[config.mk]
export PLATFORM = sky130hd
export DESIGN_NAME = mem_port_arbiter
export DESIGN_NICKNAME = d
export VERILOG_FILES = /design/src/rtl/mem_port_arbiter.sv
export SDC_FILE = /design/constraint.sdc
export NUM_CORES = 1
export LEC_CHECK = 0
export BUFFER_PORTS_ARGS = -buffer_cell sky130_fd_sc_hd__buf_2
export CAP_MARGIN = 0
export CORE_MARGIN = 1.5
export CORE_UTILIZATION = 43
export DETAILED_ROUTE_END_ITERATION = 7
export PLACE_DENSITY = 0.76
export SETUP_SLACK_MARGIN = 0.3
export SYNTH_ARGS = -nofsm -noshare
export SYNTH_HDL_FRONTEND = slang
export SYNTH_SLANG_ARGS = --single-unit
[constraint.sdc]
create_clock -name CLK -period 2.2 [get_ports CLK]
set_input_delay 0.33 -clock CLK [delete_from_list [all_inputs] [get_ports CLK]]
set_output_delay 0.33 -clock CLK [all_outputs]
set_load 0.01 [all_outputs]
[src/rtl/mem_port_arbiter.sv]
// Shares one request/ack memory port between instruction fetch and data accesses.
// One access is outstanding at a time; every output is driven from a flop.
`default_nettype none

module mem_port_arbiter #(
  parameter int unsigned ACK_TIMEOUT = 16
) (
  input  logic        CLK,
  input  logic        RST_N,
  input  logic        if_req,
  input  logic [31:0] if_addr,
  output logic        if_valid,
  output logic        if_err,
  output logic [31:0] if_rdata,
  input  logic        d_req,
  input  logic [31:0] d_addr,
  input  logic [31:0] d_wdata,
  input  logic [1:0]  d_store_size,
  output logic        d_valid,
  output logic        d_err,
  output logic [31:0] d_rdata,
  output logic        mem_req,
  output logic        mem_we,
  output logic [31:0] mem_addr,
  output logic [31:0] mem_wdata,
  output logic [3:0]  mem_wstrb,
  input  logic        mem_ack,
  input  logic [31:0] mem_rdata,
  output logic        busy
);

  localparam int unsigned CNT_W = $clog2(ACK_TIMEOUT + 1);
  localparam logic [CNT_W-1:0] CNT_LAST = CNT_W'(ACK_TIMEOUT - 1);

  typedef enum logic [1:0] {
    IDLE    = 2'd0,
    IF_BUSY = 2'd1,
    D_BUSY  = 2'd2,
    RESP    = 2'd3
  } state_e;

  function automatic logic [3:0] store_strb(input logic [1:0] size, input logic [1:0] off);
    case (size)
      2'b00:   store_strb = 4'b0001 << off;
      2'b01:   store_strb = 4'b0011 << {off[1], 1'b0};
      2'b10:   store_strb = 4'b1111;
      default: store_strb = 4'b0000;
    endcase
  endfunction

  // Store data is replicated across every lane so the strobes alone select bytes.
  function automatic logic [31:0] lane_data(input logic [1:0] size, input logic [31:0] wdata);
    case (size)
      2'b00:   lane_data = {4{wdata[7:0]}};
      2'b01:   lane_data = {2{wdata[15:0]}};
      2'b10:   lane_data = wdata;
      default: lane_data = 32'h0000_0000;
    endcase
  endfunction

  // Loads are full-word reads, so they share the word alignment rule.
  function automatic logic misaligned(input logic [1:0] size, input logic [1:0] off);
    case (size)
      2'b00:   misaligned = 1'b0;
      2'b01:   misaligned = off[0];
      default: misaligned = (off != 2'b00);
    endcase
  endfunction

  state_e            state_q, state_d;
  logic              last_d_q, last_d_d;
  logic [CNT_W-1:0]  cnt_q, cnt_d;
  logic              mem_req_q, mem_req_d;
  logic              mem_we_q, mem_we_d;
  logic [31:0]       mem_addr_q, mem_addr_d;
  logic [31:0]       mem_wdata_q, mem_wdata_d;
  logic [3:0]        mem_wstrb_q, mem_wstrb_d;
  logic              if_valid_q, if_valid_d;
  logic              if_err_q, if_err_d;
  logic [31:0]       if_rdata_q, if_rdata_d;
  logic              d_valid_q, d_valid_d;
  logic              d_err_q, d_err_d;
  logic [31:0]       d_rdata_q, d_rdata_d;
  logic              busy_q, busy_d;
  logic              if_addr_unused_s;

  assign if_addr_unused_s = ^if_addr[1:0];

  // Next-state logic: arbitration, request latching, ack/timeout handling.
  always_comb begin
    state_d     = state_q;
    last_d_d    = last_d_q;
    cnt_d       = cnt_q;
    mem_req_d   = mem_req_q;
    mem_we_d    = mem_we_q;
    mem_addr_d  = mem_addr_q;
    mem_wdata_d = mem_wdata_q;
    mem_wstrb_d = mem_wstrb_q;
    if_rdata_d  = if_rdata_q;
    d_rdata_d   = d_rdata_q;
    if_valid_d  = 1'b0;
    if_err_d    = 1'b0;
    d_valid_d   = 1'b0;
    d_err_d     = 1'b0;

    case (state_q)
      IDLE: begin
        // Data wins a tie unless it won the previous grant.
        if (d_req && (!if_req || !last_d_q)) begin
          last_d_d = 1'b1;
          if (misaligned(d_store_size, d_addr[1:0])) begin
            state_d   = RESP;
            d_valid_d = 1'b1;
            d_err_d   = 1'b1;
            d_rdata_d = 32'h0000_0000;
          end else begin
            state_d     = D_BUSY;
            mem_req_d   = 1'b1;
            mem_we_d    = (d_store_size != 2'b11);
            mem_addr_d  = {d_addr[31:2], 2'b00};
            mem_wstrb_d = store_strb(d_store_size, d_addr[1:0]);
            mem_wdata_d = lane_data(d_store_size, d_wdata);
            cnt_d       = '0;
          end
        end else if (if_req) begin
          last_d_d    = 1'b0;
          state_d     = IF_BUSY;
          mem_req_d   = 1'b1;
          mem_we_d    = 1'b0;
          mem_addr_d  = {if_addr[31:2], 2'b00};
          mem_wstrb_d = 4'b0000;
          mem_wdata_d = 32'h0000_0000;
          cnt_d       = '0;
        end else begin
          state_d = IDLE;
        end
      end

      IF_BUSY, D_BUSY: begin
        // An ack in the last allowed cycle still counts as success.
        if (mem_ack || (cnt_q == CNT_LAST)) begin
          state_d   = RESP;
          mem_req_d = 1'b0;
          mem_we_d  = 1'b0;
          if (state_q == D_BUSY) begin
            d_valid_d = 1'b1;
            d_err_d   = !mem_ack;
            d_rdata_d = mem_ack ? mem_rdata : 32'h0000_0000;
          end else begin
            if_valid_d = 1'b1;
            if_err_d   = !mem_ack;
            if_rdata_d = mem_ack ? mem_rdata : 32'h0000_0000;
          end
        end else begin
          cnt_d = cnt_q + CNT_W'(1);
        end
      end

      RESP: begin
        state_d = IDLE;
      end

      default: begin
        state_d = IDLE;
      end
    endcase

    busy_d = (state_d != IDLE);
  end

  // State and output registers; reset abandons any access in flight.
  always_ff @(posedge CLK or negedge RST_N) begin
    if (!RST_N) begin
      state_q     <= IDLE;
      last_d_q    <= 1'b0;
      cnt_q       <= '0;
      mem_req_q   <= 1'b0;
      mem_we_q    <= 1'b0;
      mem_addr_q  <= 32'h0000_0000;
      mem_wdata_q <= 32'h0000_0000;
      mem_wstrb_q <= 4'b0000;
      if_valid_q  <= 1'b0;
      if_err_q    <= 1'b0;
      if_rdata_q  <= 32'h0000_0000;
      d_valid_q   <= 1'b0;
      d_err_q     <= 1'b0;
      d_rdata_q   <= 32'h0000_0000;
      busy_q      <= 1'b0;
    end else begin
      state_q     <= state_d;
      last_d_q    <= last_d_d;
      cnt_q       <= cnt_d;
      mem_req_q   <= mem_req_d;
      mem_we_q    <= mem_we_d;
      mem_addr_q  <= mem_addr_d;
      mem_wdata_q <= mem_wdata_d;
      mem_wstrb_q <= mem_wstrb_d;
      if_valid_q  <= if_valid_d;
      if_err_q    <= if_err_d;
      if_rdata_q  <= if_rdata_d;
      d_valid_q   <= d_valid_d;
      d_err_q     <= d_err_d;
      d_rdata_q   <= d_rdata_d;
      busy_q      <= busy_d;
    end
  end

  assign if_valid  = if_valid_q;
  assign if_err    = if_err_q;
  assign if_rdata  = if_rdata_q;
  assign d_valid   = d_valid_q;
  assign d_err     = d_err_q;
  assign d_rdata   = d_rdata_q;
  assign mem_req   = mem_req_q;
  assign mem_we    = mem_we_q;
  assign mem_addr  = mem_addr_q;
  assign mem_wdata = mem_wdata_q;
  assign mem_wstrb = mem_wstrb_q;
  assign busy      = busy_q;

endmodule

`default_nettype wire
# After elaboration in Yosys (flattened, before gate mapping)

Cells that the tools add are included.

Add/subtract/negate cells: 1
Shift operators: 2
Bitwise logic cells: 1
Muxes and demuxes: 54
Reductions and logical operators: 19
Eq/ne operators: 15

Operators with widths:

| cell                                                                   | number |
|---|---|
| 32-bit two-way mux                                                     | 11 |
| 32-bit case mux with 3 select lines                                    | 1 |
| 32-bit case mux with 2 select lines                                    | 1 |
| 1-bit two-way mux                                                      | 24 |
| 5-bit two-way mux                                                      | 4 |
| 2-bit inequality test (second input constant)                          | 7 |
| 4-bit two-way mux                                                      | 3 |
| 4-bit case mux with 3 select lines                                     | 1 |
| 1-bit case mux with 2 select lines                                     | 5 |
| 5-bit case mux with 2 select lines                                     | 1 |
| 4-bit AND reduction                                                    | 2 |
| 2-bit nonzero test                                                     | 4 |
| 2-bit equality test (second input constant)                            | 3 |
| 3-bit inequality test (second input constant)                          | 2 |
| 2-bit case mux with 3 select lines                                     | 1 |
| 3-bit AND reduction                                                    | 2 |
| 5-bit by 1-bit adder with 5-bit output (second input constant)         | 1 |
| 5-bit by 4-bit equality test with 1-bit output (second input constant) | 1 |
| 5-bit AND reduction                                                    | 1 |
| 2-bit by 1-bit equality test with 1-bit output (second input constant) | 2 |
| 2-bit logical NOT                                                      | 2 |
| 2-bit two-way mux                                                      | 2 |
| 1-bit by 2-bit << shifter with 4-bit output (first input constant)     | 1 |
| 2-bit by 2-bit << shifter with 4-bit output (first input constant)     | 1 |
| 6 further kinds                                                        | 9 |

Bits of input ports: 135
Logic and storage cells: 107
Register bits: 147
Output and inout port bits: 139

# Depth between registers and ports, before layout

Gate-level depths: netlist (run 1).

Word-level depth: 9
Depth in mapped cells: 10
Depth with buffers taken out: 7

# Worst setup path after synthesis (run 1)

No wires, ideal clock.

Path kind: flip-flop to flip-flop
Start: register cnt_q[0]
End: register if_rdata_q[25] (netlist: if_rdata[25])
Setup slack: 0.168 ns
Buffers on the path: 3
Stages on the path, launching flop included: 10
Data required time: 2.073 ns
Data arrival time: 1.904 ns
Path through: dfrtp_1 -> ha_1 -> and3_1 -> ha_1 -> or2_2 -> buf_2 -> nand3b_1 -> buf_2 -> buf_2 -> o21ai_0

Word-level cells in the longest chain between the ends: 3

RTL lines:

| what                                           | RTL line | text |
|---|---|---|
| start: declaration                             | 72       | `logic [CNT_W-1:0] cnt_q, cnt_d;` |
| start signal: assignment                       | 192      | `cnt_q <= cnt_d;` |
| 5-bit by 4-bit equality test with 1-bit output | 141      | `if (mem_ack \|\| (cnt_q == CNT_LAST)) begin` |
| 1-bit logical OR                               | 141      |  |
| 3-bit AND reduction (no line)                  | -        |  |
| end signal: assignment                         | 200      | `if_rdata_q <= if_rdata_d;` |
| end: declaration                               | 80       | `logic [31:0] if_rdata_q, if_rdata_d;` |

Every way passes these cells.
A chain may end at the register's enable or synchronous reset.

# Worst setup path in the final report (run 1)

Start: register cnt_q[0]
End: register if_rdata_q[21] (netlist: if_rdata[21])

Same word-level chain as after synthesis.

==> results.md, run 1 <==
* Run status: finished clean
* Worst path arrival time at roughly 2.3 ns
* Met3 Usage GRT at under 10%
* Hold WC Path Type: in2reg
* Cell repeated most along the worst path: clkbuf_16
* Met1 global-route usage at 30.4%
* Rel. slew slack at 61.0%
* Final Hold Viols at 0
* Sequential share of the synthesized area at 56.3%
* Via count of the routed design at between 5000 and 6000
* Synth Area in Compound Gates at between 20% and 30%
* Setup violators final at 0
* Inserted Diodes at 0
* Yosys Warn Count at 0
* Worst setup EP type: register
* Number of global-route vias before repair at about 5600
* Share of the synthesized area in the top cell type at between 50% and 60%
* Cells after synthesis at between 600 and 700
* Worst hold slack at between 0.15 and 0.2 ns
* Tot GR Track Use at roughly 22%
* Synth Area in XOR/XNOR at 0.136%
* Die area at roughly 16000 sq um
* Yosys cell types at 42
* Core outline area at around 15000 sq um
* Via/cell ratio at roughly 5.4
* Area Overhead vs Synth at 39.8%
* Initial Utilization at 44.2%
* Crit path max-delay family: simple AND/OR/NAND/NOR gates
* Min cycle time layout at 2.03 ns
* Crit path kind: reg2reg
* Nets at 1033
* Row cnt at 44
* Initial antenna violation count at 1
* # port buffers at 269
* Leakage power at 0.00469 uW
* Max Cap Viol at 0
* Clock Sinks at 145
* GRT overflow at 0
* DRC at 0
* Post-synth EDFFs at 0
* Layer with the highest usage: met2
* Avg WL per Cell at approximately 17 um
* Share of cells above drive strength 1 at approximately two fifths
* Met2 Use GR at between 30% and 40%
* PwrDens at between 1000 and 1500 nW/um^2
* Finished Cell Area at between 9000 and 10000 sq um
* Synthesized cell area at 6450 sq um
* Clock buffer depth at 2
* Clk root buf: clkbuf_16
* Max incr delay on CP at approximately 0.40 ns
* Initial DRC Count at 345
* CP max-delay cell: dfrtp_1
* Post-synthesis mux area share at 1.24%
* Largest net degree at the start of global routing at 62
* GP Congestion at approximately 0.78
* CP bufs+invs at 3
* Die height at between 100 and 150 um
* Clk Latency, worst-skew pair at around 0.41 ns
* Worst EP required at 2.51 ns
* Detail Route Antenna Nets at 0
* Post-route worst setup slack at between 0.15 and 0.2 ns
* CTS tree: done
* Unrepaired setup endpoints after global routing: yes
* Clock-pin slew on the worst setup and hold paths at 0.06 ns
* Dpl ws at about 0.20 ns
* First-pass GRT wire length at ~28000 um
* Largest cells by area after synthesis: dfrtp_1 56%, nand2_1 7.7%, a22o_1 7.1%
* Mean Syn Cell Area at 10.3 sq um
* Async set-reset flop share out of synthesis at between 90% and 100%
* Peak supply drop at ~600 uV
* Cell taking the most area after synthesis: dfrtp_1
* Adder-Cell Fraction of Synth Area at 1.16%
* Pwr Total at around 13000 uW
* Final period util at approximately 92%
* Worst Tran Pin Value at slightly below 0.6 ns
* Largest family of logic cells by synthesized area: compound AO/OA/AOI/OAI gates
* I/O pin cnt at roughly 270
* Die width at 125 um
* Cells along the critical path: ha_2 > and3_4 > ha_4 > or2_4 > nand3b_1 > buf_4 > clkbuf_16 > clkbuf_16 > nand2_1 > o21ai_0
* Post-synthesis simple-gate area fraction at about 12%
* Post-DP HPWL at 11700 um
* Total Routed Length at 18300 um
* Worst setup SP type: register
* Setup TNS Final at 0 ns
* Slew Viols, Final at 0
* Setup Skew at 0.00789 ns
* # H-tree levels at 4
* Placed Area at between 7000 and 8000 sq um
* Pre-antenna DRT Iters at 4
* Post-synth top flop: dfrtp_1
* CTS buffer count at 17
* Critical Path Fanout Max at 8
* Fmax at 0.492 GHz
* Yosys reg bits at approximately 150
## per-stage QoR
| stage | std cells | util, % |
|---|---|---|
| finish | 1089 | 61.8 |
| global route | 1089 | 61.8 |
| CTS | 1077 | 59.3 |
| detailed placement | 1039 | 54.5 |
| global placement | 1039 | 54.5 |
| floorplan | 626 | - |
## power breakdown
part	switching, uW	internal, uW
Clock	1120	1810
Combinational	3080	2620
Sequential	668	3830
Total	4860	8270
## layout by cell type (no fill, tap or decap), drive strengths merged, types with 3 or more instances in the layout
master	n
a211o	3
clkinv	5
mux2i	8
ha	6
o31ai	3
clkinvlp	4
nor4b	3
a22o	52
a21o	12
a21oi	51
dfrtp	145
o2bb2ai	16
bufinv	3
a41oi	30
nand3	7
buf	298
nand2	133
nor2	17
inv	6
o21ai	41
nor2b	9
clkbuf	26
or2	4
and3	4
## state kept, by name (all words and copies together), names as in the netlist
| name | flops |
|---|---|
| state_q | 2 |
| d_err | 1 |
| mem_we | 1 |
| cnt_q | 5 |
| busy | 1 |
| d_rdata | 32 |
| if_valid | 1 |
| last_d_q | 1 |
| mem_req | 1 |
| mem_wdata | 32 |
| d_valid | 1 |
| if_rdata | 32 |
| mem_wstrb | 4 |
| if_err | 1 |
| mem_addr | 30 |
## what timing repair did
| item | in CTS | in global routing |
|---|---|---|
| setup endpoints to repair | 67 | 108 |
| setup buffers | 3 | 4 |
| resized for setup | 4 | 62 |
| hold buffers | 1 | 0 |
| hold endpoints to repair | 59 | 0 |
| gates cloned | 2 | 8 |
| pin swaps | 1 | 12 |
## final cells by class
class	instances	area (sq um)
Clock buffer	19	443
Sequential cell	145	3630
Tap cell	184	230
Timing Repair Buffer	306	1890
Inverter	5	18.8
Clock inverter	13	161
Multi-Input combinational cell	417	2640
Fill cell	1261	5580
## cells in the mapped netlist, types with 2 or more instances
| cell | count |
|---|---|
| a211o_1 | 3 |
| a21boi_1 | 2 |
| a21o_1 | 12 |
| a21oi_1 | 51 |
| a22o_1 | 52 |
| a41oi_1 | 30 |
| and3_1 | 4 |
| buf_2 | 21 |
| buf_4 | 7 |
| buf_6 | 4 |
| clkbuf_1 | 26 |
| dfrtp_1 | 145 |
| ha_1 | 6 |
| inv_1 | 5 |
| mux2i_1 | 8 |
| nand2_1 | 132 |
| nand2b_1 | 2 |
| nand3_1 | 7 |
| nand4_1 | 2 |
| nor2_1 | 17 |
| nor2b_1 | 9 |
| nor3_1 | 2 |
| nor4b_1 | 3 |
| o21ai_0 | 37 |
| o21ai_1 | 3 |
| o2bb2ai_1 | 16 |
| o31ai_1 | 2 |
| or2_2 | 3 |
## cells by family (layout without fill, tap and decap cells)
kind of cell    Yosys count  in the layout
mux                       8              8
simple gates            185            185
buf+inv                  64            343
other cells               1              2
compound gates          215            215
flops                   145            145
fa+ha+maj                 6              6
xor+xnor                  1              1
## metal layers
layer / share of wire (%) / wire (um)
met5: 0 / 0
met2: 49 / 8900
met3: 6.3 / 1150
met4: 1.9 / 340
met1: 43 / 7940
## path summary, 6_finish.rpt
path,end,slack (ns),start,cells after the start
max,if_rdata[21],0.17,cnt_q[0],10
min in group asynchronous,d_rdata[22],0.47,RST_N,2
min reg2reg,if_rdata[7],0.47,if_rdata[7],2
max in group asynchronous,mem_wdata[0],1.08,RST_N,3
min,d_rdata[22],0.15,mem_rdata[22],2
max reg2reg,if_rdata[21],0.17,cnt_q[0],10
No activity file was read; power rests on OpenSTA's default activity.
==> run 2, diff against run 1 <==
CTS_BUF_LIST = sky130_fd_sc_hd__clkbuf_16   (was default)
SLEW_MARGIN = 15   (was default)
==> run 2 against run 1 <==
Net effect:
- combinational power increased by 4.0%
- sequential cell count did not move
- non-clock buffer count rose by 1
- clock skew barely moved
- design area rose by 1.3%
- first-iteration DRC count grew 12%
==> results.md, run 2 (synthesized netlist as in run 1, its figures left out) <==
* Number of global-route vias before repair at about 5700
* Total Routed Length at roughly 19000 um
* DRC at 0
* Final Hold Viols at 0
* Commonest non-fill, non-tap cell in the layout: buf_2
* Via/cell ratio at roughly 5.5
* Clk Latency, worst-skew pair at 0.41 ns
* CTS buffer count at 17
* Largest net degree at the start of global routing at 62
* GP Congestion at about 0.78
* Die width at 125 um
* Worst EP required at roughly 2.5 ns
* Row cnt at 44
* Worst path arrival time at 2.25 ns
* Initial DRC Count at 386
* Most frequent cells in the layout: 268 x buf_2, 145 x dfrtp_1, 106 x nand2_1
* Tot GR Track Use at a little under a quarter
* Initial Utilization at roughly 44%
* Run status: finished clean
* Via count of the routed design at just under 6000
* Worst setup EP type: register
* Pwr Total at roughly 13000 uW
* First-pass GRT wire length at ~29000 um
* CTS tree: done
* # port buffers at about 270
* Pre-antenna DRT Iters at 4
* Clock buffer depth at 2
* Clock Sinks at approximately 150
* Inserted Diodes at 0
* Nets at 1034
* Fmax at 0.523 GHz
* # fillers at 1243
* Core outline area at 14600 sq um
* Clk root buf: clkbuf_16
* Setup violators final at 0
* Initial antenna violation count at 1
* Worst Tran Pin Value at slightly below 0.6 ns
* Crit path kind: reg2reg
* Worst setup SP type: register
* Leakage power at 0.00474 uW
* Peak supply drop at ~600 uV
* Hold WC Path Type: in2reg
* Slew Viols, Final at 0
* Min cycle time layout at between 1.5 and 2 ns
* Clock-pin slew on the worst setup and hold paths at about 0.060 ns
* Share of cells above drive strength 1 at a little over two fifths
* PwrDens at between 1000 and 1500 nW/um^2
* Area Overhead vs Synth at 41.7%
* Avg WL per Cell at about 17 um
* Die area at ~16000 sq um
* Final period util at between 80% and 90%
* Unrepaired setup endpoints after global routing: yes
* Setup TNS Final at 0 ns
* Max Cap Viol at 0
* Post-DP HPWL at roughly 12000 um
* Rel. slew slack at 60.6%
* GRT overflow at 0
* I/O pin cnt at ~270
* Critical Path Fanout Max at 8
* Die height at between 100 and 150 um
* Setup Skew at about 0.0082 ns
* Detail Route Antenna Nets at 0
* # H-tree levels at 4
-- run 2: layout make-up --
class / instances / area, sq um / share of cell area [%]
Sequential cell: 145 / 3630 / 39.7
Multi-Input combinational cell: 417 / 2750 / 30.1
Timing Repair Buffer: 307 / 1910 / 20.9
Clock buffer: 17 / 425 / 4.66
Tap cell: 184 / 230 / 2.52
Clock inverter: 15 / 169 / 1.85
Inverter: 5 / 18.8 / 0.205
-- run 2: worst max-delay path: stages (launching register included) --
cell	delay (ns)
dfrtp_1	0.39
ha_2	0.19
and3_4	0.18
ha_4	0.15
or2_4	0.25
nand3b_1	0.10
buf_6	0.13
buf_12	0.14
clkbuf_16	0.17
nand2_2	0.05
o21ai_1	0.07
-- run 2: layer usage --
layer	GRT usage, %	vias up	part of all wire (%)
li1	-	2780	-
met1	31.2	2906	43
met2	36.5	246	49
met3	5.26	22	6.0
met4	6.95	0	1.3
met5	0	-	0
-- run 2: path summary, 6_finish.rpt --
kind	cells after the start	endpoint	slack [ns]	startpoint
setup / recovery	10	if_rdata[22]	0.29	cnt_q[1]
hold / removal	2	d_rdata[15]	0.15	mem_rdata[15]
setup reg to reg	10	if_rdata[22]	0.29	cnt_q[1]
hold reg to reg	1	mem_wdata[18]	0.49	mem_wdata[18]
max in group asynchronous	3	mem_wdata[0]	1.08	RST_N
min in group asynchronous	2	d_rdata[22]	0.46	RST_N
-- run 2: stage by stage --
step / std cells / hold slack [ns] / util [%] / setup WS [ns] / area [sq um]
finish: 1090 / 0.149 / 62.6 / 0.289 / 9140
global route: 1090 / 0.139 / 62.6 / 0.215 / 9140
CTS: 1085 / 0.134 / 60.1 / 0.271 / 8770
detailed placement: 1039 / 0.352 / 54.5 / 0.200 / 7950
global placement: 1039 / 0.350 / 54.5 / 0.222 / 7950
floorplan: 626 / 0.0344 / - / 0.329 / 6500
-- run 2: report_power, final --
part           total [uW]  internal [uW]  switching (uW)
clock                2900           1770            1130
sequential           4560           3830             730
combinational        5930           2750            3180
-- run 2: repair_timing --
item | 4_1_cts | 5_1_grt
pin swaps | 1 | 26
hold endpoints to repair | 59 | 0
buffers inserted | 9 | 0
hold buffers | 1 | 0
gates resized for setup | 9 | 100
endpoints found under the setup margin | 67 | 110
cloned | 4 | 5
